--- config.mk ---
export PLATFORM = sky130hd
export DESIGN_NAME = hub75_row_capture_flat
export DESIGN_NICKNAME = d
export VERILOG_FILES = /design/src/rtl/hub75_pkg.sv /design/src/rtl/hub75_row_capture_if.sv /design/src/rtl/hub75_sync_edge.sv /design/src/rtl/hub75_row_capture.sv /design/src/flat_wrapper.sv
export SDC_FILE = /design/constraint.sdc
export NUM_CORES = 1
export LEC_CHECK = 0
export ABC_CLOCK_PERIOD_IN_PS = 13600
export CORE_MARGIN = 5
export CORE_UTILIZATION = 30
export CTS_BUF_LIST = sky130_fd_sc_hd__clkbuf_16
export DETAILED_ROUTE_END_ITERATION = 12
export GPL_ROUTABILITY_DRIVEN = 0
export SYNTH_ARGS = -nofsm -noshare
export SYNTH_HDL_FRONTEND = slang
export SYNTH_SLANG_ARGS = --single-unit
--- constraint.sdc ---
create_clock -name clk -period 13.6 [get_ports clk]
set_input_delay 2.72 -clock clk [delete_from_list [all_inputs] [get_ports clk]]
set_output_delay 2.72 -clock clk [all_outputs]
set_load 0.005 [all_outputs]
--- src/rtl/hub75_pkg.sv ---
// Shared defaults and capture FSM state type for the HUB75 row capture block.
package hub75_pkg;

    localparam int COLS_DEF   = 64;
    localparam int ADDR_W_DEF = 5;

    typedef enum logic [1:0] {
        CAP_IDLE,
        CAP_SHIFT,
        CAP_COMMIT
    } CapState;

endpackage

--- src/rtl/hub75_row_capture_if.sv ---
// Captured-row output port: parallel RGB row plus address and on-time, valid/ready.
interface hub75_row_capture_if #(
    parameter int COLS   = 64,
    parameter int ADDR_W = 5,
    parameter int ON_W   = 16
);

    logic              row_valid;
    logic              row_ready;
    logic [COLS-1:0]   row_r0;
    logic [COLS-1:0]   row_g0;
    logic [COLS-1:0]   row_b0;
    logic [COLS-1:0]   row_r1;
    logic [COLS-1:0]   row_g1;
    logic [COLS-1:0]   row_b1;
    logic [ADDR_W-1:0] row_addr;
    logic [ON_W-1:0]   row_on_cycles;

    modport master (
        output row_valid, row_r0, row_g0, row_b0, row_r1, row_g1, row_b1,
               row_addr, row_on_cycles,
        input  row_ready
    );

    modport slave (
        input  row_valid, row_r0, row_g0, row_b0, row_r1, row_g1, row_b1,
               row_addr, row_on_cycles,
        output row_ready
    );

endinterface

--- src/rtl/hub75_sync_edge.sv ---
// Two-flop synchronizer with one extra stage for rise/fall detection.
module hub75_sync_edge #(
    parameter int           W    = 1,
    parameter logic [W-1:0] INIT = '0
) (
    input  logic         clk,
    input  logic         reset,
    input  logic [W-1:0] din,
    output logic [W-1:0] sync,
    output logic [W-1:0] rise,
    output logic [W-1:0] fall
);

    logic [W-1:0] s1, s2, s3;

    always_ff @(posedge clk) begin
        if (reset) begin
            s1 <= INIT;
            s2 <= INIT;
            s3 <= INIT;
        end else begin
            s1 <= din;
            s2 <= s1;
            s3 <= s2;
        end
    end

    assign sync = s2;
    assign rise = s2 & ~s3;
    assign fall = ~s2 & s3;

endmodule

--- src/rtl/hub75_row_capture.sv ---
// Samples the serial HUB75 panel interface and rebuilds each latched row pair
// into parallel RGB vectors with address, unblank time and sequencing errors.
module hub75_row_capture
    import hub75_pkg::*;
#(
    parameter int COLS        = COLS_DEF,
    parameter int ADDR_W      = ADDR_W_DEF,
    parameter int ON_W        = 16,
    parameter int SAMPLE_FALL = 0
) (
    input  logic              clk,
    input  logic              reset,
    input  logic              r0,
    input  logic              g0,
    input  logic              b0,
    input  logic              r1,
    input  logic              g1,
    input  logic              b1,
    input  logic              sck,
    input  logic              latch,
    input  logic              blank,
    input  logic [ADDR_W-1:0] addr,
    input  logic              clear,
    output logic              err_len,
    output logic              err_ovf,
    output logic [7:0]        err_count,
    hub75_row_capture_if.master row
);

    function automatic logic [6:0] sat_inc7(input logic [6:0] v);
        return (v == '1) ? v : v + 7'd1;
    endfunction

    function automatic logic [7:0] sat_inc8(input logic [7:0] v);
        return (v == '1) ? v : v + 8'd1;
    endfunction

    function automatic logic [ON_W-1:0] sat_inc_on(input logic [ON_W-1:0] v);
        return (v == '1) ? v : v + 1'b1;
    endfunction

    logic [5:0]        din_s1, din_s2;
    logic [ADDR_W-1:0] addr_s1, addr_s2;
    logic sck_sync, sck_rise, sck_fall;
    logic latch_sync, latch_rise, latch_fall;
    logic blank_sync, blank_rise, blank_fall;

    // Data and address get the same two-flop depth as the control syncs so
    // the bit seen next to a detected sck edge is the one launched with it.
    always_ff @(posedge clk) begin
        if (reset) begin
            din_s1  <= '0;
            din_s2  <= '0;
            addr_s1 <= '0;
            addr_s2 <= '0;
        end else begin
            din_s1  <= {r0, g0, b0, r1, g1, b1};
            din_s2  <= din_s1;
            addr_s1 <= addr;
            addr_s2 <= addr_s1;
        end
    end

    hub75_sync_edge #(.W(1)) u_sck_sync (
        .clk(clk), .reset(reset), .din(sck),
        .sync(sck_sync), .rise(sck_rise), .fall(sck_fall)
    );

    hub75_sync_edge #(.W(1)) u_latch_sync (
        .clk(clk), .reset(reset), .din(latch),
        .sync(latch_sync), .rise(latch_rise), .fall(latch_fall)
    );

    hub75_sync_edge #(.W(1), .INIT(1'b1)) u_blank_sync (
        .clk(clk), .reset(reset), .din(blank),
        .sync(blank_sync), .rise(blank_rise), .fall(blank_fall)
    );

    logic unused_sync;
    assign unused_sync = ^{sck_sync, latch_sync, latch_fall, blank_rise, blank_fall};

    CapState state, state_nxt;
    logic sck_edge, shift_en, defer_vld, commit_ok, commit_bad;
    logic [5:0] defer_d, shift_d;
    logic [6:0] bit_cnt;
    logic [ON_W-1:0] on_cnt;
    logic [COLS-1:0] sr [6];

    // An sck edge coinciding with the latch edge belongs to the next row: it is
    // held back one cycle and applied in the commit cycle after the count check.
    assign sck_edge   = (SAMPLE_FALL != 0) ? sck_fall : sck_rise;
    assign shift_en   = defer_vld | (sck_edge & ~latch_rise);
    assign shift_d    = defer_vld ? defer_d : din_s2;
    assign commit_ok  = (state == CAP_COMMIT) && (bit_cnt == 7'(COLS));
    assign commit_bad = (state == CAP_COMMIT) && (bit_cnt != 7'(COLS));

    always_ff @(posedge clk) begin
        if (reset) state <= CAP_IDLE;
        else       state <= state_nxt;
    end

    always_comb begin
        state_nxt = state;
        case (state)
            CAP_IDLE: begin
                if (latch_rise)    state_nxt = CAP_COMMIT;
                else if (sck_edge) state_nxt = CAP_SHIFT;
            end
            CAP_SHIFT:  if (latch_rise) state_nxt = CAP_COMMIT;
            CAP_COMMIT: state_nxt = CAP_IDLE;
            default:    state_nxt = CAP_IDLE;
        endcase
    end

    always_ff @(posedge clk) begin
        if (reset) begin
            defer_vld <= 1'b0;
            defer_d   <= '0;
            bit_cnt   <= '0;
            on_cnt    <= '0;
            for (int i = 0; i < 6; i++) sr[i] <= '0;
        end else begin
            defer_vld <= latch_rise & sck_edge;
            defer_d   <= din_s2;
            if (shift_en)
                for (int i = 0; i < 6; i++) sr[i] <= {shift_d[i], sr[i][COLS-1:1]};
            if (state == CAP_COMMIT) begin
                bit_cnt <= shift_en ? 7'd1 : 7'd0;
                on_cnt  <= '0;
            end else begin
                if (shift_en)    bit_cnt <= sat_inc7(bit_cnt);
                if (!blank_sync) on_cnt  <= sat_inc_on(on_cnt);
            end
        end
    end

    // Output port and sticky error flags; an error in the same cycle as clear wins.
    always_ff @(posedge clk) begin
        if (reset) begin
            row.row_valid     <= 1'b0;
            row.row_r0        <= '0;
            row.row_g0        <= '0;
            row.row_b0        <= '0;
            row.row_r1        <= '0;
            row.row_g1        <= '0;
            row.row_b1        <= '0;
            row.row_addr      <= '0;
            row.row_on_cycles <= '0;
            err_len           <= 1'b0;
            err_ovf           <= 1'b0;
            err_count         <= '0;
        end else begin
            if (commit_ok) begin
                row.row_valid     <= 1'b1;
                row.row_r0        <= sr[5];
                row.row_g0        <= sr[4];
                row.row_b0        <= sr[3];
                row.row_r1        <= sr[2];
                row.row_g1        <= sr[1];
                row.row_b1        <= sr[0];
                row.row_addr      <= addr_s2;
                row.row_on_cycles <= on_cnt;
            end else if (row.row_valid && row.row_ready) begin
                row.row_valid <= 1'b0;
            end

            if (commit_ok && row.row_valid && !row.row_ready) err_ovf <= 1'b1;
            else if (clear)                                   err_ovf <= 1'b0;

            if (commit_bad) begin
                err_len   <= 1'b1;
                err_count <= sat_inc8(err_count);
            end else if (clear) begin
                err_len   <= 1'b0;
                err_count <= '0;
            end
        end
    end

endmodule
--- src/flat_wrapper.sv ---
// flat-port wrapper written by rule: the top's interface ports become plain ports
module hub75_row_capture_flat import hub75_pkg::*;
#(
    parameter int COLS        = COLS_DEF,
    parameter int ADDR_W      = ADDR_W_DEF,
    parameter int ON_W        = 16,
    parameter int SAMPLE_FALL = 0
)
  (clk, reset, r0, g0, b0, r1, g1, b1, sck, latch, blank, addr, clear, err_len, err_ovf, err_count, row_row_valid, row_row_r0, row_row_g0, row_row_b0, row_row_r1, row_row_g1, row_row_b1, row_row_addr, row_row_on_cycles, row_row_ready);
  hub75_row_capture_if #(.COLS(COLS), .ADDR_W(ADDR_W), .ON_W(ON_W)) row_i ();
  input  logic clk;
  input  logic reset;
  input  logic r0;
  input  logic g0;
  input  logic b0;
  input  logic r1;
  input  logic g1;
  input  logic b1;
  input  logic sck;
  input  logic latch;
  input  logic blank;
  input  logic [ADDR_W-1:0] addr;
  input  logic clear;
  output logic err_len;
  output logic err_ovf;
  output logic [7:0] err_count;
  output wire logic [$bits(row_i.row_valid)-1:0] row_row_valid;
  output wire logic [$bits(row_i.row_r0)-1:0] row_row_r0;
  output wire logic [$bits(row_i.row_g0)-1:0] row_row_g0;
  output wire logic [$bits(row_i.row_b0)-1:0] row_row_b0;
  output wire logic [$bits(row_i.row_r1)-1:0] row_row_r1;
  output wire logic [$bits(row_i.row_g1)-1:0] row_row_g1;
  output wire logic [$bits(row_i.row_b1)-1:0] row_row_b1;
  output wire logic [$bits(row_i.row_addr)-1:0] row_row_addr;
  output wire logic [$bits(row_i.row_on_cycles)-1:0] row_row_on_cycles;
  input wire logic [$bits(row_i.row_ready)-1:0] row_row_ready;
  assign row_row_valid = row_i.row_valid;
  assign row_row_r0 = row_i.row_r0;
  assign row_row_g0 = row_i.row_g0;
  assign row_row_b0 = row_i.row_b0;
  assign row_row_r1 = row_i.row_r1;
  assign row_row_g1 = row_i.row_g1;
  assign row_row_b1 = row_i.row_b1;
  assign row_row_addr = row_i.row_addr;
  assign row_row_on_cycles = row_i.row_on_cycles;
  assign row_i.row_ready = row_row_ready;
  hub75_row_capture #(.COLS(COLS), .ADDR_W(ADDR_W), .ON_W(ON_W), .SAMPLE_FALL(SAMPLE_FALL)) u_core (.clk(clk), .reset(reset), .r0(r0), .g0(g0), .b0(b0), .r1(r1), .g1(g1), .b1(b1), .sck(sck), .latch(latch), .blank(blank), .addr(addr), .clear(clear), .err_len(err_len), .err_ovf(err_ovf), .err_count(err_count), .row(row_i));
endmodule
==> qor.yml <==
seq_area_frac_synth_pct: 68.2
p_int_mw: 4.16
synthMuxAreaShare_pct: 0.323
ctsHtreeMaxLevel: 3
finalHoldViolCount: 0
grt.total_usage_pct: 13.4
drc: 0
power_frac_comb_pct: 1.7
dr.pass1.iters: 5
drt_iter0_drc: 1298
fin_util_pct: 38.3
seqPwrFrac_pct: 52.8
p_sw_share_pct: 21.9
dpl.hpwl_microns: 46500
post_cts_resized: 0
io_pins: 434
synth_top_family_by_area: "simple AND/OR/NAND/NOR gates"
syn_area_sq_mm: 0.0309
irDropWorstVdd_mv: 0.0978
multiInputGateArea_sq_mm: 0.00879
cts_made_buffers: 93
tightestPinTransition_ns: 1.24
cts_hold_buf: 0
io_buffers: 433
worstPathRequired_ns: 13.85
cts_tree: "done"
setup.worst_path.class: "input port to flip-flop"
rows: 117
final_max_slew_viol_count: 0
worst_setup_path_start_kind: "input port"
ys_ff_latch: 862
syn-num-nets: 2893
critPathArrivalTime_ns: 5.07
fmax_mhz: 208
relSlewSlack_pct: 17.6
clock_path_buffers: 3
drive_above_1_share_pct: 4.96
antenna_found_initial: 0
synth.avg_cell_area_sq_um: 10.8
synthArstFlopShare_pct: 0
final_antenna_net_count: 0
synth_fa_ha_area_share_pct: 0.162
skew_ns: 0.0257
netlist_top_cells_count: "nand2_1, dfxtp_1, a21oi_1"
min_path_type: "flip-flop to flip-flop"
cpPeakStageDelay_ns: 0.78
drt_wl_total_microns: 76500
placedCellCount: 4500
yosysTopAreaCell: "edfxtp_1"
path_clk_slew_ns: 0.06
power.leakage_nw: 13.2
p_per_area_mw_per_mm2: 136
numClockSinks: 862
viasPerCell: 4.45
grt_pass1_wl_microns: 117000
dr_total_vias: 20824
n_fill_cell: 10175
instances_no_fill: 4675
ys_warn_count: 0
status: "finished, final reports clean"
final-seq-area_sq_mm: 0.0211
synthTopCellsByArea: "edfxtp_1, dfxtp_1, nand2_1"
cts_root_buffer: "clkbuf_16"
synth_xor_area_share_pct: 0.453
fin_nets: 3249
max_cap_violations: 0
syn_inst: 2871
grt_max_degree: 204
die-height_microns: 331
area_delta_synth_final_pct: 26.3
slowest_stage: "nand2b_4"
initial_utilization_pct: 30.3
synth_cell_types: 41
setup_violations: 0
wl_per_cell_microns: 16.4
p_switching_mw: 1.17
setup_tns_ns: 0
die_x_microns: 331
die_area_sq_mm: 0.110
synth-edff-count: 384
power_frac_clock_pct: 45.5
synth_top_cell_area_share_pct: 37.3
cts_setup_buffers: 0
synthFlopType: "dfxtp_1"
rsz0062_at_grt: "no"
synth_compound_area_share_pct: 7.12
core_area_sq_mm: 0.102
grt.overflow.total: 0
grt_pass1_vias: 19976
path_cells: "buf_8, nand2b_4, buf_12"
synth-simple-area-share_pct: 20.3
clkLatencyLatePin_ns: 0.66
layout_min_cycle_time_ns: 4.82
cp_max_fo: 168
synth_most_common_cell: "nand2_1"
fin_crit_sh_pct: 35.4
worst_setup_path_end_kind: "flip-flop"
==> metal layers <==
metal | routed length [microns] | up-vias | global-route usage [%]
li1 | - | 10193 | -
met1 | 34400 | 10114 | 17.9
met2 | 35600 | 417 | 21.5
met3 | 4770 | 100 | 3.76
met4 | 1690 | 0 | 3.72
met5 | 0 | - | 0
==> area by class of cell <==
class	instances	share of cell area [%]
diodes	1	0.00640
clock buffers	94	6.02
clock inverters	80	1.52
inverters	8	0.0768
multi-input cells	1811	22.5
flip-flops and latches	862	54.0
well taps	1368	4.38
repair buffers	451	11.6
==> cells in the final DEF, fill, tap and decap left out, types with 4 or more instances in the layout <==
master / instances
clkinv_1: 20
nand4_1: 6
xnor2_1: 16
clkinvlp_4: 6
clkbuf_16: 94
nand3_1: 18
buf_4: 14
buf_12: 4
nand2_1: 823
or2_2: 5
nor3_1: 14
dfxtp_1: 478
ha_1: 4
o21ai_0: 5
nor2_1: 41
edfxtp_1: 384
mux2i_1: 10
clkdlybuf4s50_1: 432
nor2b_1: 37
and2_1: 379
clkinv_2: 14
inv_1: 30
a21oi_1: 415
bufinv_16: 5
nand2b_1: 6
==> kinds of logic after synthesis <==
group	count (synthesis)
fa+ha+maj	4
xor+xnor	16
mux	10
simple gates	1348
compound gates	433
buf+inv	198
flops	862
==> power by group through the flow <==
stage	sequential [mW]	clock [mW]	combinational [mW]
final	2.81	2.43	0.0921
after global routing	2.82	2.62	0.102
after CTS	2.81	2.51	0.0956
after detailed placement	2.87	0	0.0953
after global placement	2.87	0	0.0937
after floorplan	2.88	0	0.0632
==> path summary, 6_finish.rpt <==
| kind | start | to | slack [ns] | cells after the start |
|---|---|---|---|---|
| worst max-delay path | reset | u_core.sr[0][66]$_SDFFCE_PN0P_ | 8.78 | 3 |
| worst min-delay path | u_core.u_blank_sync.s1$_SDFF_PP1_ | u_core.u_blank_sync.sync$_SDFF_PP1_ | 0.41 | 1 |
| worst max register to register | u_core.bit_cnt[0]$_SDFFE_PP0P_ | u_core.row.row_g1[3]$_SDFFE_PP0P_ | 9.18 | 9 |
| worst min register to register | u_core.u_blank_sync.s1$_SDFF_PP1_ | u_core.u_blank_sync.sync$_SDFF_PP1_ | 0.41 | 1 |
==> registers in the layout, indices dropped and copies added, names as in the netlist, 2 cells and up <==
signal,cells
u_core.addr_s1,5
u_core.addr_s2,5
u_core.bit_cnt,7
u_core.defer_d,6
u_core.din_s1,6
u_core.din_s2,6
u_core.err_count,8
u_core.on_cnt,16
u_core.row.row_addr,5
u_core.row.row_b0,64
u_core.row.row_b1,64
u_core.row.row_g0,64
u_core.row.row_g1,64
u_core.row.row_on_cycles,16
u_core.row.row_r0,64
u_core.row.row_r1,64
u_core.sr,384
u_core.state,2
==> metrics by stage <==
step	worst slack, ns	hold WS, ns	total power [mW]	area, sq um
floorplan	0.418	0.389	2.95	30900
global placement	8.20	0.396	2.96	36200
detailed placement	8.17	0.394	2.96	36200
CTS	8.88	0.410	5.42	39100
global route	8.68	0.441	5.54	39100
finish	8.78	0.409	5.33	39100
==> critical path: cells and delay by family <==
| family | cells | cell delay [ns] |
|---|---|---|
| AND/OR/NAND/NOR | 1 | 0.78 |
| buffers and inverters | 2 | 1.08 |
No activity file was read; power rests on OpenSTA's default activity.
